**src/rtl/leitor_fila.sv**
```systemverilog
// leitor_fila: read-side controller for the 8-entry byte queue.
// Issues single-cycle dequeue pulses while the queue reports data, captures
// the byte after the queue's fixed dequeue latency and offers it downstream
// on a valid/ready handshake. Consecutive requests are spaced by MIN_GAP
// cycles so the queue is idle and its lagging length report is current.
//
// Optional build macro LEITOR_CHECK_EN adds a sticky err output that flags
// a length report which failed to drop by one after a dequeue.
module leitor_fila #(
  parameter int DEQ_LAT = 2,
  parameter int MIN_GAP = 5
) (
  input  logic       clk_10KHz,
  input  logic       reset,
  input  logic [7:0] fila_data_in,
  input  logic [7:0] fila_len_in,
  output logic       fila_dequeue_out,
  input  logic       drain_en,
  output logic [7:0] out_data,
  output logic       out_valid,
  input  logic       out_ready,
  output logic [7:0] rd_count,
`ifdef LEITOR_CHECK_EN
  output logic       busy,
  output logic       err
`else
  output logic       busy
`endif
);

  localparam int LAT_W = (DEQ_LAT > 1) ? $clog2(DEQ_LAT) : 1;
  localparam int GAP_W = $clog2(MIN_GAP + 1);

  localparam logic [LAT_W-1:0] LAT_LAST = LAT_W'(DEQ_LAT - 1);
  localparam logic [LAT_W-1:0] LAT_ONE  = LAT_W'(1);
  localparam logic [GAP_W-1:0] GAP_MAX  = GAP_W'(MIN_GAP);
  localparam logic [GAP_W-1:0] GAP_REQ  = GAP_W'(MIN_GAP - 1);
  localparam logic [GAP_W-1:0] GAP_ONE  = GAP_W'(1);

  typedef enum logic [1:0] {IDLE, REQ, WAIT, HOLD} state_t;

  state_t           state;
  logic [LAT_W-1:0] lat_cnt;
  logic [GAP_W-1:0] gap_cnt;
  logic             req_ok;

`ifdef LEITOR_CHECK_EN
  logic [7:0]       len_snap;
  logic [7:0]       len_expect;
  logic             len_bad;
`endif

  // Request qualification. The gap counter holds the cycles elapsed since
  // the last request cycle, so a request decided now lands one cycle later;
  // testing against MIN_GAP-1 puts request-to-request spacing at MIN_GAP.
  always_comb begin
    req_ok = drain_en && (fila_len_in != 8'd0) && !out_valid &&
             (gap_cnt >= GAP_REQ);
  end

`ifdef LEITOR_CHECK_EN
  // Length after a dequeue should be one below the snapshot; growth from
  // concurrent enqueues is tolerated unless it exactly cancels the dequeue.
  always_comb begin
    len_expect = len_snap - 8'd1;
    len_bad    = (fila_len_in < len_expect) || (fila_len_in == len_snap);
  end
`endif

  // Read sequencer: request, wait out the dequeue latency, hold the byte
  // until downstream takes it. All outputs are registered here.
  always_ff @(posedge clk_10KHz or posedge reset) begin
    if (reset) begin
      state            <= IDLE;
      fila_dequeue_out <= 1'b0;
      out_data         <= 8'd0;
      out_valid        <= 1'b0;
      rd_count         <= 8'd0;
      busy             <= 1'b0;
      lat_cnt          <= '0;
      gap_cnt          <= GAP_MAX;
`ifdef LEITOR_CHECK_EN
      len_snap         <= 8'd0;
      err              <= 1'b0;
`endif
    end else begin
      fila_dequeue_out <= 1'b0;

      if (gap_cnt < GAP_MAX)
        gap_cnt <= gap_cnt + GAP_ONE;

`ifdef LEITOR_CHECK_EN
      // The counter is about to reach MIN_GAP: the length report now
      // reflects the last dequeue.
      if (gap_cnt == GAP_REQ && len_bad)
        err <= 1'b1;
`endif

      case (state)
        IDLE: begin
          if (req_ok) begin
            state            <= REQ;
            fila_dequeue_out <= 1'b1;
            busy             <= 1'b1;
            gap_cnt          <= '0;
          end
        end
        REQ: begin
          state   <= WAIT;
          lat_cnt <= '0;
`ifdef LEITOR_CHECK_EN
          len_snap <= fila_len_in;
`endif
        end
        WAIT: begin
          if (lat_cnt == LAT_LAST) begin
            out_data  <= fila_data_in;
            out_valid <= 1'b1;
            state     <= HOLD;
          end else begin
            lat_cnt <= lat_cnt + LAT_ONE;
          end
        end
        HOLD: begin
          // Returning to IDLE first keeps a request out of the consume cycle.
          if (out_ready) begin
            out_valid <= 1'b0;
            rd_count  <= rd_count + 8'd1;
            busy      <= 1'b0;
            state     <= IDLE;
          end
        end
        default: begin
          state <= IDLE;
          busy  <= 1'b0;
        end
      endcase
    end
  end

endmodule

```
**config.mk**
```make
export PLATFORM = sky130hd
export DESIGN_NAME = leitor_fila
export DESIGN_NICKNAME = d
export VERILOG_FILES = /design/src/rtl/leitor_fila.sv
export SDC_FILE = /design/constraint.sdc
export NUM_CORES = 1
export LEC_CHECK = 0
export CAP_MARGIN = 10
export CORE_AREA = 2 2 60 62
export CTS_CLUSTER_SIZE = 10
export DETAILED_ROUTE_END_ITERATION = 10
export DIE_AREA = 0 0 62 64
export PLACE_DENSITY = 0.71
export SYNTH_ARGS = -nofsm -noshare
export SYNTH_HDL_FRONTEND = slang
export SYNTH_SLANG_ARGS = --single-unit
```
**constraint.sdc**
```tcl
create_clock -name clk_10KHz -period 2.49 [get_ports clk_10KHz]
set_clock_uncertainty 0.2 [all_clocks]
set_input_delay 0.3735 -clock clk_10KHz [delete_from_list [all_inputs] [get_ports clk_10KHz]]
set_output_delay 0.3735 -clock clk_10KHz [all_outputs]
set_load 0.005 [all_outputs]
```
==> results of run 1 <==
## cell families (layout without fill, tap and decap cells)
logic type	count (synthesis)	after routing	synth area share, %
buffers and inverters	6	49	2.03
DFF	25	25	56.6
muxes	14	14	14.0
AOI/OAI and AO/OA	7	7	4.28
xor gates and xnor gates	7	7	5.52
and+or+nand+nor	25	25	10.8
adders and majority gates	6	6	6.76
## cell usage in the layout (no fill, tap or decap)
cell type	n
clkdlybuf4s50_1	38
buf_4	1
nor2_1	5
clkbuf_4	3
mux2_1	1
xnor2_1	6
and3_1	1
and2_1	1
xor2_1	1
o21ai_0	2
a21oi_1	1
a22o_1	1
a21oi_2	1
o22ai_1	1
mux2i_1	2
ha_1	6
mux2_2	11
nand2_1	9
nor4_1	2
clkinvlp_4	1
nand4_1	2
a211o_1	1
nor3_1	1
dfrtp_1	23
nand3_1	3
dfstp_2	2
inv_1	6
nor4bb_1	1
## sequential cells by signal, summed over array words and instances (netlist names)
signal / flops
busy: 1
fila_dequeue_out: 1
gap_cnt: 3
lat_cnt: 1
out_data: 8
out_valid: 1
rd_count: 8
state: 2
## path summary, 6_finish.rpt
check | startpoint | end | cells after the start
min in group clk_10KHz | rd_count[7] | rd_count[7] | 1
hold / removal | reset | out_data[3] | 3
hold reg to reg | rd_count[7] | rd_count[7] | 1
max in group asynchronous | reset | gap_cnt[2] | 3
setup reg to reg | gap_cnt[2] | state[1] | 4
setup / recovery | rd_count[3] | rd_count[3] | 1
## cell usage after synthesis, types with 2 or more instances
cell      n  share of area, %
nand4_1   2               1.1
nand3_1   3               1.4
dfstp_2   2               4.7
mux2i_1   2               1.8
nor2_1    5               1.7
nor4_1    2               1.1
dfrtp_1  23                52
mux2_2   11                11
o21ai_0   2              0.90
xnor2_1   6               4.7
inv_1     6               2.0
ha_1      6               6.8
nand2_1   9               3.0
## power groups by stage
stage	clock (mW)	combinational, mW	sequential (mW)
floorplan	0	0.405	0.717
global placement	0	0.729	0.730
detailed placement	0	0.765	0.735
CTS	0.192	0.770	0.729
global route	0.213	0.843	0.755
finish	0.183	0.754	0.727
## per-layer routing
metal  track usage (%)  wire length, um  vias up  share of wire, %
met2              19.9             1030       40                47
met1              15.6              921      393                42
li1                  -                -      396                 -
met4              2.39               17        0              0.78
met5                 0                0        -                 0
met3              2.83              204        2               9.4
## through the flow
step                      setup slack (ns)  area (sq um)  power, mW  cells  hold slack [ns]
after floorplan                      0.764          1110       1.12     90            0.199
after global placement               0.394          1560       1.46    175            0.265
after detailed placement             0.320          1560       1.50    175            0.285
after CTS                            0.597          1590       1.69    179            0.178
after global routing                 0.524          1590       1.81    179            0.198
final                                0.603          1590       1.66    179            0.170
## final cells by class
type                       count  area, sq um  area share (%)
clock inverter                 1         7.51           0.474
inverter                       6         22.5            1.42
multi-input combinational     59          459            29.0
tap                           46         57.6            3.63
timing repair buffer          39          388            24.5
clock buffer                   3         22.5            1.42
sequential                    25          628            39.6
==> flow_metrics.env, run 1 <==
export IMPL_status="finished, final reports clean"
export IMPL_cts_made_buffers=3
export IMPL_cp_start_kind="register"
export IMPL_swShare_pct=32.5
export IMPL_postRouteWirelength_um=2170
export IMPL_combPwrFrac_pct=45.3
export IMPL_clk_insertion_delay_late_ns=0.32
export IMPL_dp_hpwl_um=1710
export IMPL_final_setup_viol_count=0
export IMPL_synthFlopType="dfrtp_1"
export IMPL_grt_max_degree=26
export IMPL_ioPinCount=39
export IMPL_vias=831
export IMPL_fmax_mhz=530
export IMPL_row_count=21
export IMPL_r2r_setup_slack_ns=0.64
export IMPL_grt_ovfl_total=0
export IMPL_cp_max_fo=5
export IMPL_syn_area_per_cell_sq_um=12.3
export IMPL_cp_cell_sequence="clkdlybuf4s50_1"
export IMPL_endpoint_kind="output port"
export IMPL_cts_setup_buffers=0
export IMPL_start_util_pct=33.8
export IMPL_layout_nets=160
export IMPL_die_y_um=64
export IMPL_cts_resized=0
export IMPL_slew_violations=0
export IMPL_grt_pass1_wl_um=3660
export IMPL_ir_worst_vdd_mv=0.486
export IMPL_clock_path_buffers=2
export IMPL_syn_nets=116
export IMPL_min_period_ns=1.89
export IMPL_netlist_area_sq_mm=0.00111
export IMPL_portBuffers=38
export IMPL_drv_cap=0
export IMPL_cts_reportedPaths_clkPinSlew_ns=0.14
export IMPL_p_switching_mw=0.541
export IMPL_crit_family="buffers and inverters"
export IMPL_worstPathArrival_ns=1.31
export IMPL_syn2layout_area_growth_pct=42.8
export IMPL_die_area_sq_mm=0.00397
export IMPL_yosysWarningCount=0
export IMPL_first_pass_iters=3
export IMPL_ctsHoldBuffers=0
export IMPL_worst_ep_required_time_ns=1.92
export IMPL_core_area_sq_mm=0.00328
export IMPL_syn_inst=90
export IMPL_track_usage_pct=12.0
export IMPL_drc=0
export IMPL_internal_power_mw=1.12
export IMPL_hp_class="input pin to async pin"
export IMPL_grt_pass1_vias=816
export IMPL_drt_vias_per_instance=4.64
export IMPL_place_gp_congestion=0.729
export IMPL_yosys_cell_types_count=24
export IMPL_final_layout_size_suffix_gt1_share_pct=14.3
export IMPL_power_frac_seq_pct=43.7
export IMPL_slowest_delay_ns=0.54
export IMPL_clockPowerShare_pct=11.0
export IMPL_worst_setup_path_type="register to output port"
export IMPL_antenna_found_initial=0
export IMPL_cts_tree="done"
export IMPL_power_density_mw_per_mm2=1050
export IMPL_ys_ff_latch=25
export IMPL_cts_sinks=25
export IMPL_htree_levels=1
export IMPL_layout_core_utilization_pct=48.3
export IMPL_seq_area_frac_synth_pct=56.6
export IMPL_synth_edf_count=0
export IMPL_rsz0062_at_grt="no"
export IMPL_hold_violations=0
export IMPL_ant_nets=0
export IMPL_leakage_nw=0.682
export IMPL_tightest_slew_ns=0.316
export IMPL_cp_slowest_cell="clkdlybuf4s50_1"
export IMPL_setup_tns_ns=0
export IMPL_async_reset_ff_share_pct=100
export IMPL_wl_per_cell_um=12.1
export IMPL_drt_initial_drc_count=9
export IMPL_slew_headroom_pct=78.9
export IMPL_die_w_um=62
export IMPL_min_period_over_period_pct=75.8
export IMPL_path_buf_inv=1
export IMPL_antennaDiodeCount=0
export IMPL_nFillCells=301
export IMPL_root_buffer="clkbuf_4"
Power figures use the tool's default switching activity.
==> run 2, diff against run 1 <==
Clock period 2.49 ns to 1.8 ns, I/O delays scaled along.
==> run 2 against run 1 <==
Global-route usage up 0.43 points. Sequential share of layout area shrank 1.4 points. Utilization rose by 2.0 points. Clock-buffer cell count is the same. Worst hold slack worse by 0.11 ns. Die area stayed put. Critical path type unchanged. Largest cell class unchanged.
==> flow_metrics.env, run 2 (synthesized netlist as in run 1, its figures left out) <==
export IMPL_worst_setup_path_type="register to output port"
export IMPL_postRouteWirelength_um=2310
export IMPL_portBuffers=38
export IMPL_pre_cts_slack_ns=-0.234
export IMPL_drt_initial_drc_count=5
export IMPL_cp_max_fo=4
export IMPL_antenna_found_initial=0
export IMPL_reg2regPathDepth=4
export IMPL_drt_vias_per_instance=4.58
export IMPL_core_area_sq_mm=0.00328
export IMPL_hp_class="input pin to async pin"
export IMPL_cp_cell_sequence="clkdlybuf4s50_1"
export IMPL_wl_met1_um=1000
export IMPL_grt_pass1_vias=870
export IMPL_vias=856
export IMPL_setup_ws_ns=0.0501
export IMPL_clock_path_buffers=2
export IMPL_first_pass_iters=4
export IMPL_grt_pass1_wl_um=3730
export IMPL_final_cell_mix="clkdlybuf4s50_1, dfrtp_1, mux2_2, nand2_1, buf_4"
export IMPL_ioPinCount=39
export IMPL_die_y_um=64
export IMPL_setup_tns_ns=0
export IMPL_track_usage_pct=12.4
export IMPL_row_count=21
export IMPL_drv_cap=0
export IMPL_cts_sinks=25
export IMPL_top_regs="out_data x8, rd_count x8, gap_cnt x3"
export IMPL_hold_violations=0
export IMPL_r2r_start="gap_cnt[2]"
export IMPL_drc=0
export IMPL_cts_tree="done"
export IMPL_leakage_nw=0.729
export IMPL_cts_reportedPaths_clkPinSlew_ns=0.14
export IMPL_crit_family="buffers and inverters"
export IMPL_cp_slowest_cell="clkdlybuf4s50_1"
export IMPL_path_buf_inv=1
export IMPL_htree_levels=1
export IMPL_dp_hpwl_um=1760
export IMPL_final_layout_size_suffix_gt1_share_pct=20.6
export IMPL_min_period_ns=1.75
export IMPL_r2r_setup_slack_ns=0.07
export IMPL_fmax_mhz=571
export IMPL_dr_wl_met2_um=1060
export IMPL_routed_top_layer="met4"
export IMPL_slew_violations=0
export IMPL_ant_nets=0
export IMPL_endpoint_kind="output port"
export IMPL_final_setup_viol_count=0
export IMPL_slowest_delay_ns=0.53
export IMPL_die_area_sq_mm=0.00397
export IMPL_min_period_over_period_pct=97.2
export IMPL_clk_insertion_delay_late_ns=0.33
export IMPL_syn2layout_area_growth_pct=48.7
export IMPL_dr_wl_met3_um=220
export IMPL_cts_made_buffers=3
export IMPL_ctsHoldBuffers=0
export IMPL_antennaDiodeCount=0
export IMPL_tightest_slew_ns=0.326
export IMPL_final_cell_count_no_fill=187
export IMPL_worst_ep_required_time_ns=1.33
export IMPL_cp_start_kind="register"
export IMPL_power_density_mw_per_mm2=1470
export IMPL_status="finished, final reports clean"
export IMPL_grt_ovfl_total=0
export IMPL_die_w_um=62
export IMPL_layout_nets=168
export IMPL_start_util_pct=33.8
export IMPL_place_gp_congestion=0.708
export IMPL_slew_headroom_pct=78.2
export IMPL_wl_per_cell_um=12.4
export IMPL_placedCellCount=178
export IMPL_worstPathArrival_ns=1.28
export IMPL_r2r_end="state[1]"
export IMPL_grt_max_degree=26
export IMPL_final_common_cell="clkdlybuf4s50_1"
export IMPL_ir_worst_vdd_mv=0.585
export IMPL_root_buffer="clkbuf_4"
==> run 2: timing repair <==
| action | CTS | global route |
|---|---|---|
| setup buffers | 0 | 5 |
| endpoints found under the setup margin | 0 | 7 |
| endpoints found under the hold margin | 0 | 0 |
| gates resized for setup | 0 | 3 |
==> run 2: worst max path at each step <==
stage | start | end | cells past startpoint
6_report | rd_count[1] | rd_count[1] | 1
5_1_grt | rd_count[0] | rd_count[0] | 1
4_1_cts | rd_count[2] | rd_count[2] | 1
3_5_place_dp | fila_len_in[5] | busy | 5
3_3_place_gp | fila_len_in[5] | busy | 5
2_1_floorplan | gap_cnt[2] | state[1] | 4
==> run 2: through the flow <==
step | area (sq um) | total power [mW] | utilization (%) | hold slack, ns
floorplan | 1110 | 1.55 | - | 0.0958
global placement | 1580 | 2.07 | 48.0 | 0.264
detailed placement | 1580 | 2.12 | 48.0 | 0.279
CTS | 1610 | 2.39 | 49.0 | 0.0701
global route | 1650 | 2.63 | 50.2 | 0.0843
finish | 1650 | 2.42 | 50.2 | 0.0616
==> run 2: layer usage <==
| layer | up-vias | track usage [%] |
|---|---|---|
| li1 | 408 | - |
| met1 | 404 | 14.7 |
| met2 | 41 | 21.0 |
| met3 | 3 | 3.64 |
| met4 | 0 | 3.99 |
| met5 | - | 0 |
==> run 2: final cells by class <==
class / count / area (sq um)
clock inverter: 1 / 7.51
timing repair buffer: 47 / 450
inverter: 6 / 22.5
fill: 317 / 1630
clock buffer: 3 / 22.5
sequential: 25 / 631
multi-input combinational: 59 / 459
tap: 46 / 57.6
==> run 2: where the power goes <==
| part | switching, mW | internal [mW] | total, mW |
|---|---|---|---|
| combinational | 0.418 | 0.740 | 1.16 |
| sequential | 0.185 | 0.812 | 0.997 |
| clock | 0.178 | 0.0851 | 0.263 |
| total | 0.780 | 1.64 | 2.42 |
==> run 3, diff against run 2 <==
Settings changed: SETUP_SLACK_MARGIN from default to 0.3.
==> run 3 against run 2 <==
Global-route usage rose by 1.6 points. Worst hold slack improved by 0.025 ns. Design area rose by 6.6%. Clock power fell by 6%. Non-clock buffer count rose by 9. Via count rose by 1.9%. Sequential share of layout area fell by 2.5 points. Clock-buffer cell count did not move. Sequential power fell by 3.0%. Utilization rose by 3.3 points. Fmax rose by 2.8%. Critical endpoint is now state[1]. Largest cell class unchanged. Highest routed layer unchanged.
==> flow_metrics.env, run 3 (synthesized netlist as in run 1, its figures left out) <==
export IMPL_status="finished, final reports clean"
export IMPL_final_layout_size_suffix_gt1_share_pct=30.7
export IMPL_root_buffer="clkbuf_4"
export IMPL_core_area_sq_mm=0.00328
export IMPL_slowest_delay_ns=0.57
export IMPL_cts_sinks=25
export IMPL_grt_pass1_wl_um=4210
export IMPL_ant_nets=0
export IMPL_dp_hpwl_um=1800
export IMPL_grt_pass1_vias=997
export IMPL_setup_ws_ns=0.0985
export IMPL_leakage_nw=0.851
export IMPL_place_area_sq_mm=0.00158
export IMPL_cp_start_kind="register"
export IMPL_finalPower_mw=2.50
export IMPL_postRouteWirelength_um=2440
export IMPL_final_area_sq_mm=0.00176
export IMPL_r2r_end="state[1]"
export IMPL_cts_made_buffers=3
export IMPL_place_gp_congestion=0.709
export IMPL_endpoint_kind="register"
export IMPL_ir_worst_vdd_mv=0.452
export IMPL_clk_insertion_delay_late_ns=0.32
export IMPL_portBuffers=38
export IMPL_drv_cap=0
export IMPL_vias=872
export IMPL_first_pass_iters=3
export IMPL_die_y_um=64
export IMPL_rsz0062_at_grt="yes"
export IMPL_clock_path_buffers=2
export IMPL_cp_max_fo=3
export IMPL_drt_vias_per_instance=4.45
export IMPL_ctsHoldBuffers=0
export IMPL_start_util_pct=33.8
export IMPL_pre_cts_slack_ns=-0.281
export IMPL_track_usage_pct=14.0
export IMPL_nFillCells=288
export IMPL_slew_headroom_pct=79.5
export IMPL_grt_max_degree=26
export IMPL_grt_ovfl_total=0
export IMPL_reg2regPathDepth=4
export IMPL_cts_reportedPaths_clkPinSlew_ns=0.14
export IMPL_worst_setup_path_type="register to register"
export IMPL_antenna_found_initial=0
export IMPL_fmax_mhz=588
export IMPL_crit_path_start="gap_cnt[2]"
export IMPL_tightest_slew_ns=0.307
export IMPL_hp_class="input pin to async pin"
export IMPL_ioPinCount=39
export IMPL_whs_ns=0.0868
export IMPL_cts_tree="done"
export IMPL_syn2layout_area_growth_pct=58.5
export IMPL_final_common_cell="dfrtp_1"
export IMPL_top_regs="out_data x8, rd_count x8, gap_cnt x3"
export IMPL_die_w_um=62
export IMPL_final_cell_mix="dfrtp_1, buf_4, clkdlybuf4s50_1, dlygate4sd2_1, mux2_2"
export IMPL_power_density_mw_per_mm2=1420
export IMPL_slew_violations=0
export IMPL_seq_area_sq_um=628
export IMPL_worst_ep_required_time_ns=1.82
export IMPL_htree_levels=1
export IMPL_final_setup_viol_count=0
export IMPL_cp_cell_sequence="nand2_2 > a211o_1 > a21oi_2 > mux2_4"
export IMPL_min_period_over_period_pct=94.5
export IMPL_layout_core_utilization_pct=53.6
export IMPL_min_period_ns=1.70
export IMPL_multi_input_area_sq_um=513
export IMPL_layout_nets=177
export IMPL_r2r_start="gap_cnt[2]"
export IMPL_r2r_setup_slack_ns=0.1
export IMPL_hold_violations=0
export IMPL_worstPathArrival_ns=1.72
export IMPL_drc=0
export IMPL_antennaDiodeCount=0
export IMPL_wl_per_cell_um=12.4
export IMPL_die_area_sq_mm=0.00397
export IMPL_cp_slowest_cell="dfstp_2"
export IMPL_row_count=21
export IMPL_drt_initial_drc_count=13
==> run 3: changes by cell type in the layout (fill, tap and decap cells not counted), moves of 3 or more <==
cell,change
dlygate4sd2_1,+10
buf_4,+9
mux2_4,+3
clkdlybuf4s15_1,+8
clkdlybuf4s50_1,-20
==> run 3: through the flow <==
stage / setup TNS [ns] / instances
after global routing: 0 / 196
after global placement: -0.398 / 177
after detailed placement: -0.606 / 177
after floorplan: 0 / 90
final: 0 / 196
after CTS: 0 / 194
==> run 3: cell type report <==
type                    instances  share of cell area [%]
flip-flops and latches         25                    35.7
multi-input cells              59                    29.2
repair buffers                 56                    29.0
well taps                      46                    3.27
clock buffers                   3                    1.28
inverters                       6                    1.28
clock inverters                 1                   0.284
==> run 3: repair_timing <==
item,4_1_cts,5_1_grt
hold endpoints to repair,0,0
pin swaps,3,3
resized for setup,23,18
buffers inserted,13,2
endpoints found under the setup margin,37,28
==> run 3: worst max-delay path, delay by kind of cell, from the launching register on <==
family	cells	cell delay, ns
compound gates	2	0.47
flops	1	0.57
simple gates	1	0.04
mux	1	0.32
==> run 3: power by group <==
part / switching, mW / leakage, nW / internal (mW)
clock: 0.165 / 0.0177 / 0.0831
combinational: 0.501 / 0.531 / 0.784
sequential: 0.159 / 0.302 / 0.808
==> run 3: worst max-delay path by stage <==
stage                           to  slack [ns]  cells past startpoint
after floorplan           state[1]        0.14                      4
after global placement        busy       -0.18                      5
after detailed placement      busy       -0.28                      5
after CTS                 state[1]        0.08                      4
after global routing      state[1]        0.04                      4
final                     state[1]         0.1                      4
==> run 3: routing by layer <==
layer	routed length (um)	up-vias	part of all wire, %	GRT usage [%]
li1	-	433	-	-
met1	1010	416	41	16.0
met2	1290	19	53	24.9
met3	84	4	3.4	1.21
met4	51	0	2.1	6.91
met5	0	-	0	0
